--- src/rtl/nrf24_pkg.sv ---
// Shared constants for the nRF24L01 SPI responder: register map, opcodes,
// reset table and FSM state encodings.
package nrf24_pkg;

    localparam logic [4:0] ADDR_CONFIG     = 5'h00;
    localparam logic [4:0] ADDR_EN_AA      = 5'h01;
    localparam logic [4:0] ADDR_EN_RXADDR  = 5'h02;
    localparam logic [4:0] ADDR_SETUP_AW   = 5'h03;
    localparam logic [4:0] ADDR_SETUP_RETR = 5'h04;
    localparam logic [4:0] ADDR_RF_CH      = 5'h05;
    localparam logic [4:0] ADDR_RF_SETUP   = 5'h06;
    localparam logic [4:0] ADDR_STATUS     = 5'h07;

    localparam logic [2:0] OP_R_REGISTER = 3'b000;
    localparam logic [2:0] OP_W_REGISTER = 3'b001;
    localparam logic [7:0] OP_NOP        = 8'hFF;

    localparam logic [1:0] ST_WAIT_IDLE = 2'd0;
    localparam logic [1:0] ST_IDLE      = 2'd1;
    localparam logic [1:0] ST_CMD       = 2'd2;
    localparam logic [1:0] ST_DATA      = 2'd3;

    typedef enum logic [1:0] {
        CMD_NONE  = 2'd0,
        CMD_READ  = 2'd1,
        CMD_WRITE = 2'd2
    } cmd_kind_t;

    function automatic logic [7:0] reset_value(input logic [4:0] addr);
        case (addr)
            ADDR_CONFIG:     return 8'h08;
            ADDR_EN_AA:      return 8'h3F;
            ADDR_EN_RXADDR:  return 8'h03;
            ADDR_SETUP_AW:   return 8'h03;
            ADDR_SETUP_RETR: return 8'h03;
            ADDR_RF_CH:      return 8'h02;
            ADDR_RF_SETUP:   return 8'h0E;
            ADDR_STATUS:     return 8'h0E;
            default:         return 8'h00;
        endcase
    endfunction

endpackage

--- src/rtl/nrf24_spi_responder_sync.sv ---
// Multi-flop synchronizer for one asynchronous SPI pin, with rise/fall
// strobes derived from the last two synchronized samples.
module spi_sync_edge #(
    parameter int STAGES = 2
) (
    input  logic clk,
    input  logic rst,
    input  logic din,
    output logic level,
    output logic rise,
    output logic fall
);
    logic [STAGES-1:0] chain;
    logic              prev;

    // Chain resets low so a CSN held low through reset never looks like a fall.
    always_ff @(posedge clk) begin
        if (rst) begin
            chain <= '0;
            prev  <= 1'b0;
        end else begin
            chain <= {chain[STAGES-2:0], din};
            prev  <= chain[STAGES-1];
        end
    end

    assign level = chain[STAGES-1];
    assign rise  = level & ~prev;
    assign fall  = ~level & prev;

endmodule

--- src/rtl/nrf24_spi_responder.sv ---
// SPI mode-0 slave emulating the nRF24L01 register interface, used to
// loop-test the SPI master without a radio attached.
module nrf24_spi_responder
    import nrf24_pkg::*;
#(
    parameter int SYNC_STAGES = 2,
    parameter int NUM_REGS    = 32
) (
    input  logic       clk,
    input  logic       rst,
    input  logic       csn,
    input  logic       sck,
    input  logic       mosi,
    output logic       miso,
    output logic       miso_oe,
    input  logic [2:0] irq_set,
    output logic       irq_n,
    output logic       wr_stb,
    output logic [4:0] wr_addr,
    output logic [7:0] wr_data,
    output logic [1:0] dbg_state
);
    logic csn_lvl, csn_rise, csn_fall;
    logic sck_lvl, sck_rise, sck_fall;
    logic mosi_lvl, mosi_rise, mosi_fall;

    spi_sync_edge #(.STAGES(SYNC_STAGES)) u_csn  (.clk(clk), .rst(rst), .din(csn),
        .level(csn_lvl), .rise(csn_rise), .fall(csn_fall));
    spi_sync_edge #(.STAGES(SYNC_STAGES)) u_sck  (.clk(clk), .rst(rst), .din(sck),
        .level(sck_lvl), .rise(sck_rise), .fall(sck_fall));
    spi_sync_edge #(.STAGES(SYNC_STAGES)) u_mosi (.clk(clk), .rst(rst), .din(mosi),
        .level(mosi_lvl), .rise(mosi_rise), .fall(mosi_fall));

    logic unused_edges;
    assign unused_edges = sck_lvl | mosi_rise | mosi_fall;

    logic [1:0]  state;
    logic [7:0]  regs [32];
    logic [7:0]  tx_shift, rx_shift;
    logic [2:0]  bit_cnt;
    logic [4:0]  cmd_addr;
    cmd_kind_t   cmd_kind;
    logic        written;
    logic [7:0]  byte_in;
    logic        commit;
    logic [2:0]  status_clr;

    function automatic logic [7:0] reg_read(input logic [4:0] a);
        return (int'(a) < NUM_REGS) ? regs[a] : 8'h00;
    endfunction

    assign byte_in = {rx_shift[6:0], mosi_lvl};
    assign commit  = (state == ST_DATA) && sck_rise && !csn_rise && (bit_cnt == 3'd7) &&
                     (cmd_kind == CMD_WRITE) && !written && (int'(cmd_addr) < NUM_REGS);
    assign status_clr = (commit && cmd_addr == ADDR_STATUS) ? byte_in[6:4] : 3'b000;

    assign miso_oe   = ((state == ST_CMD) || (state == ST_DATA)) && !csn_lvl;
    assign dbg_state = state;

    // STATUS[6:4] is W1C with irq_set winning; STATUS[3:0] and bit 7 never take SPI data.
    always_ff @(posedge clk) begin
        if (rst) begin
            for (int i = 0; i < 32; i++) regs[i] <= reset_value(i[4:0]);
        end else begin
            if (commit && cmd_addr != ADDR_STATUS) regs[cmd_addr] <= byte_in;
            regs[ADDR_STATUS][6:4] <= (regs[ADDR_STATUS][6:4] & ~status_clr) | irq_set;
        end
    end

    always_ff @(posedge clk) begin
        if (rst) begin
            wr_stb  <= 1'b0;
            wr_addr <= 5'd0;
            wr_data <= 8'd0;
            irq_n   <= 1'b1;
        end else begin
            wr_stb <= commit;
            if (commit) begin
                wr_addr <= cmd_addr;
                wr_data <= byte_in;
            end
            irq_n <= ~|(regs[ADDR_STATUS][6:4] & ~regs[ADDR_CONFIG][6:4]);
        end
    end

    always_ff @(posedge clk) begin
        if (rst) begin
            state    <= ST_WAIT_IDLE;
            miso     <= 1'b0;
            tx_shift <= 8'd0;
            rx_shift <= 8'd0;
            bit_cnt  <= 3'd0;
            cmd_addr <= 5'd0;
            cmd_kind <= CMD_NONE;
            written  <= 1'b0;
        end else if (csn_rise) begin
            state <= ST_IDLE;
            miso  <= 1'b0;
        end else begin
            case (state)
                ST_WAIT_IDLE: if (csn_lvl) state <= ST_IDLE;
                ST_IDLE: begin
                    if (csn_fall) begin
                        state    <= ST_CMD;
                        tx_shift <= regs[ADDR_STATUS];
                        miso     <= regs[ADDR_STATUS][7];
                        bit_cnt  <= 3'd0;
                        written  <= 1'b0;
                    end
                end
                default: begin
                    if (sck_rise) begin
                        rx_shift <= byte_in;
                        bit_cnt  <= bit_cnt + 3'd1;
                        // Byte boundary: preload the next outgoing byte.
                        if (bit_cnt == 3'd7) begin
                            if (state == ST_CMD) begin
                                state    <= ST_DATA;
                                cmd_addr <= byte_in[4:0];
                                if (byte_in[7:5] == OP_R_REGISTER) begin
                                    cmd_kind <= CMD_READ;
                                    tx_shift <= reg_read(byte_in[4:0]);
                                end else begin
                                    cmd_kind <= (byte_in[7:5] == OP_W_REGISTER) ? CMD_WRITE
                                                                                : CMD_NONE;
                                    tx_shift <= 8'h00;
                                end
                            end else begin
                                tx_shift <= (cmd_kind == CMD_READ) ? reg_read(cmd_addr) : 8'h00;
                                if (cmd_kind == CMD_WRITE) written <= 1'b1;
                            end
                        end
                    end else if (sck_fall) begin
                        if (bit_cnt == 3'd0) begin
                            miso <= tx_shift[7];
                        end else begin
                            tx_shift <= {tx_shift[6:0], 1'b0};
                            miso     <= tx_shift[6];
                        end
                    end
                end
            endcase
        end
    end

endmodule
--- config.mk ---
export PLATFORM = sky130hd
export DESIGN_NAME = nrf24_spi_responder
export DESIGN_NICKNAME = d
export VERILOG_FILES = /design/src/rtl/nrf24_pkg.sv /design/src/rtl/nrf24_spi_responder_sync.sv /design/src/rtl/nrf24_spi_responder.sv
export SDC_FILE = /design/constraint.sdc
export NUM_CORES = 1
export LEC_CHECK = 0
export BUFFER_PORTS_ARGS = -buffer_cell sky130_fd_sc_hd__buf_2
export CAP_MARGIN = 20
export CORE_MARGIN = 3
export CORE_UTILIZATION = 45
export DETAILED_ROUTE_END_ITERATION = 16
export REMOVE_ABC_BUFFERS = 1
export SYNTH_ARGS = -nofsm -noshare
export SYNTH_HDL_FRONTEND = slang
export SYNTH_HIERARCHICAL = 1
export SYNTH_SLANG_ARGS = --single-unit
export TNS_END_PERCENT = 20
--- constraint.sdc ---
create_clock -name clk -period 2.5 [get_ports clk]
set_input_delay 0.5 -clock clk [delete_from_list [all_inputs] [get_ports clk]]
set_output_delay 0.5 -clock clk [all_outputs]
set_load 0.005 [all_outputs]
# Word level (Yosys, flattened, before mapping)
# Memories as Yosys holds them, arrays and structs flattened. A register that Yosys moved wholly into a read port is not among the register bits.
# Index checks and enable logic that the tools add are counted.
[totals]
ff_bits = 52
mem_bits_rw = 256
inputBits = 8
out_inout_bits = 19
word_cells = 144
mem_count = 1
[memory_table]
columns = ["memory", "depth", "word_bits", "read_ports", "rd_ports_with_merged_regs", "wr", "line_no", "rtl"]
rows = [
  ["regs", 32, 8, 4, 1, 32, "nrf24_spi_responder.sv:38", "logic [7:0] regs [32];"],
]
[op_classes]
add_sub_neg = 1
eq_ne = 17
n_mux = 51
bitwise = 17
reduce_logical = 39
[op_table]
columns = ["op", "n"]
rows = [
  ["8-bit 2-to-1 mux", 15],
  ["1-bit 2-to-1 mux", 17],
  ["8-bit case mux with 2 select lines", 1],
  ["5-bit 2-to-1 mux", 3],
  ["5-bit AND reduction", 3],
  ["2-bit 2-to-1 mux", 7],
  ["3-bit 2-to-1 mux", 4],
  ["3-bit nonzero test", 4],
  ["4-bit nonzero test", 3],
  ["1-bit logical AND", 8],
  ["4-bit AND reduction", 2],
  ["2-bit nonzero test", 4],
  ["8-bit OR reduction", 1],
  ["1-bit inverter", 7],
  ["7-bit AND reduction", 1],
  ["3-bit AND", 2],
  ["2-bit equality test, second input constant", 3],
  ["3-bit logical NOT", 2],
  ["2-bit by 1-bit inequality test with 1-bit output, second input constant", 3],
  ["3-bit by 2-bit inequality test with 1-bit output, second input constant", 2],
  ["3-bit inverter", 2],
  ["3-bit case mux with 2 select lines", 1],
  ["6-bit AND reduction", 1],
  ["5-bit by 3-bit equality test with 1-bit output, second input constant", 1],
  ["19 further kinds", 28],
]

# Logic depth before layout (Yosys ltp)
[depth]
ltp_word = 13
depth_mapped = 10
depth_no_buf = 8

# Cells and area by module
# The synthesis kept the hierarchy.
[by_module_without_submodules]
columns = ["module", "instances", "cells_each", "area_per_inst_um2", "seq_area_each_um2"]
rows = [
  ["nrf24_spi_responder", 1, 1190, 16052.9, 8638.3],
  ["spi_sync_edge", 3, 8, 91.3, 60.1],
]

# Worst setup path before layout
# No wires, ideal clock.
[synth_path]
kind = "register -> register"
from = "register u_sck.chain[1]"
to = "memory regs[16][0] (enable)"
arrival_ns = 2.255
required_time_ns = 2.191
slack_ns = -0.065
stages_incl_launch_ff = 9
n_path_buf = 2
period_less_slack_ns = 2.565
cell_sequence = "dfxtp_1 > nor2b_1 > nand3b_4 > or3_1 > clkbuf_1 > or3_1 > buf_4 > nor2_1 > or2_2"
[synth_rtl]
columns = ["item", "line_no", "rtl"]
rows = [
  ["start, declared", "nrf24_spi_responder_sync.sv:13", "logic [STAGES-1:0] chain;"],
  ["start signal, assigned", "nrf24_spi_responder_sync.sv:22", "chain <= {chain[STAGES-2:0], din};"],
  ["end, declared", "nrf24_spi_responder.sv:38", ""],
]

# Final worst setup path
[layout_path]
from = "register bit_cnt[0]"
to = "register tx_shift[1]"
[layout_between]
elab_chain_cells = 3
[layout_lines]
columns = ["item", "line_no", "rtl"]
rows = [
  ["start, declared", "nrf24_spi_responder.sv:40", "logic [2:0] bit_cnt;"],
  ["start signal, assigned", "nrf24_spi_responder.sv:114", "bit_cnt <= bit_cnt + 3'd1;"],
  ["3-bit equality test or 3-bit logical NOT (tied branches)", "nrf24_spi_responder.sv:116, nrf24_spi_responder.sv:134", ""],
  ["3-bit by 1-bit inequality test with 1-bit output (no source line) or 3-bit by 2-bit inequality test with 1-bit output (tied branches)", "n/a", ""],
  ["6-bit AND reduction (no source line) (*)", "n/a", ""],
  ["end signal, assigned", "nrf24_spi_responder.sv:122", "tx_shift <= reg_read(byte_in[4:0]);"],
  ["end signal, assigned", "nrf24_spi_responder.sv:129", "tx_shift <= (cmd_kind == CMD_READ) ? reg_read(cmd_addr) : 8'h00;"],
  ["end signal, assigned", "nrf24_spi_responder.sv:137", "tx_shift <= {tx_shift[6:0], 1'b0};"],
  ["end, declared", "nrf24_spi_responder.sv:39", "logic [7:0] tx_shift, rx_shift;"],
]
# Every way passes the cells marked *; elsewhere a longest branch is shown, timed or not.
# A chain may end at the register's enable or synchronous reset.

==> run metrics <==
aggregate negative setup slack=0 ns; hpwl dp=33800 um; clk slew on worst S/H paths=0.07 ns; fraction of layout cells with a size suffix above 1=31.4%; Avg Vias per Cell=6.10; Fmax=0.404 GHz; r2r worst-path depth=8; nets@finish=1323; worst vdd ir=0.365 mV; commonest non-fill, non-tap cells in the layout=253 x edfxtp_1, 233 x and2_1, 132 x mux4_2, 129 x buf_4, 56 x nand2_1; CTS hold repair buffers=0; total core area=0.0357 sq mm; hold crit path type=in2reg; Clock Root Buffer=clkbuf_16; Total GRT Usage=24.9%; CP Data Arrival Time=2.90 ns; P&R area growth vs syn=16.7%; Routed WL per cell=26.4 um; Worst Max-Slew Pin Slew=0.871 ns; Tcrit/Tclk final=98.9%; total die area=0.0385 sq mm; fin util=53.3%; Vias=11000; first-pass GRT wire length=71400 um; post-place setup slack=-0.0816 ns; Setup crit end kind=flip-flop; Max Slew Vio Count=0; total clock sinks=313; fillers=3008; Die Wd=196 um; largest net degree at the start of global routing=38; H-tree lvl count=2; worst rel slew slack=41.8%; Post-DP Area=0.0177 sq mm; Inserted Diodes=0; most common cell after layout, fill and taps aside=edfxtp_1; design area=0.0190 sq mm; fin worst setup slack=0.0272 ns; fin crit period=2.47 ns; Required @ worst endpoint=2.93 ns; drt total wl=47600 um; number of global-route vias before repair=10600; Post-Syn Area=0.0163 sq mm; gr ovfl total=0; port bufs=26; Worst Path Max Fanout=7; drc violations=0; initial antenna violation count=0; cell depth of the worst hold path=3; Die Ht=196 um; starting density of the core=45.7%; Max clock buf depth=3; initial drt markers=1259; TritonCTS clock tree=built; Final ANT Viol Nets=0; IO Count=27; Ys Warns=6; Cells after Synth=1210; startpoint type of the worst setup path=flip-flop; final hold slack=0.168 ns; Final Hold Fails=0; drt pass-1 iters=5; maxcap violations=0; critical path class=reg2reg; run status=complete, no violations; Placer Congestion=0.929; Setup Skew=0.0177 ns; P per Cell Area=619 mW/mm^2; Finish-stage setup viols=0; row count=69; RSZ-0062 raised after global routing=false; Leak=6.59 nW; clk_lat worst skew=0.54 ns; TritonCTS Buffers=36; Avg Cell Area, Syn=13.5 sq um
==> where the power goes <==
part | total [mW] | switching [mW] | internal, mW
clock network | 5.41 | 2.19 | 3.22
logic | 0.487 | 0.259 | 0.228
registers | 5.88 | 0.118 | 5.76
total | 11.8 | 2.56 | 9.21
==> state kept, by name, summed over array words and instances (netlist names), 3 cells and up, named ones only <==
name      flops
cmd_addr      5
tx_shift      8
wr_data       8
rx_shift      7
bit_cnt       3
wr_addr       5
regs        256
==> cell type report <==
type | count | area (sq um) | share of cell area [%]
multi-input cells | 787 | 7090 | 37.3
well taps | 461 | 577 | 3.03
inverters | 10 | 37.5 | 0.197
clock inverters | 17 | 169 | 0.888
repair buffers | 164 | 1280 | 6.76
flip-flops and latches | 313 | 8820 | 46.4
clock buffers | 49 | 1030 | 5.43
==> critical path, cell delays in order, from the launching register on <==
cell and delay, ns:
dfxtp_2 0.33, ha_1 0.23, ha_4 0.18, a221o_1 0.41, buf_4 0.18, and2_1 0.24
o21ai_0 0.35, a31oi_1 0.14, a211o_1 0.31
==> metrics by stage <==
| stage | total power [mW] | cells |
|---|---|---|
| after CTS | 11.8 | 1794 |
| final | 11.8 | 1801 |
| after floorplan | 6.22 | 1110 |
| after global placement | 6.44 | 1728 |
| after global routing | 12.1 | 1801 |
| after detailed placement | 6.45 | 1728 |
==> path summary, 6_finish.rpt <==
kind / startpoint / to / slack [ns]
min: irq_set[1] / regs[7][5] / 0.17
max reg2reg: bit_cnt[0] / tx_shift[1] / 0.03
min reg2reg: u_csn/chain[0] / u_csn/chain[1] / 0.44
max: bit_cnt[0] / tx_shift[1] / 0.03
==> metal layers <==
metal	track usage (%)	routed length (um)
met1	37.4	20700
met2	36.8	21400
met3	5.98	4610
met4	6.18	892
met5	0	0
==> repair_timing <==
action | in CTS | in global routing
endpoints found under the setup margin | 117 | 286
pin swaps | 2 | 5
setup buffers | 0 | 7
gates resized for setup | 20 | 11
(Power assumes the default switching activity.)
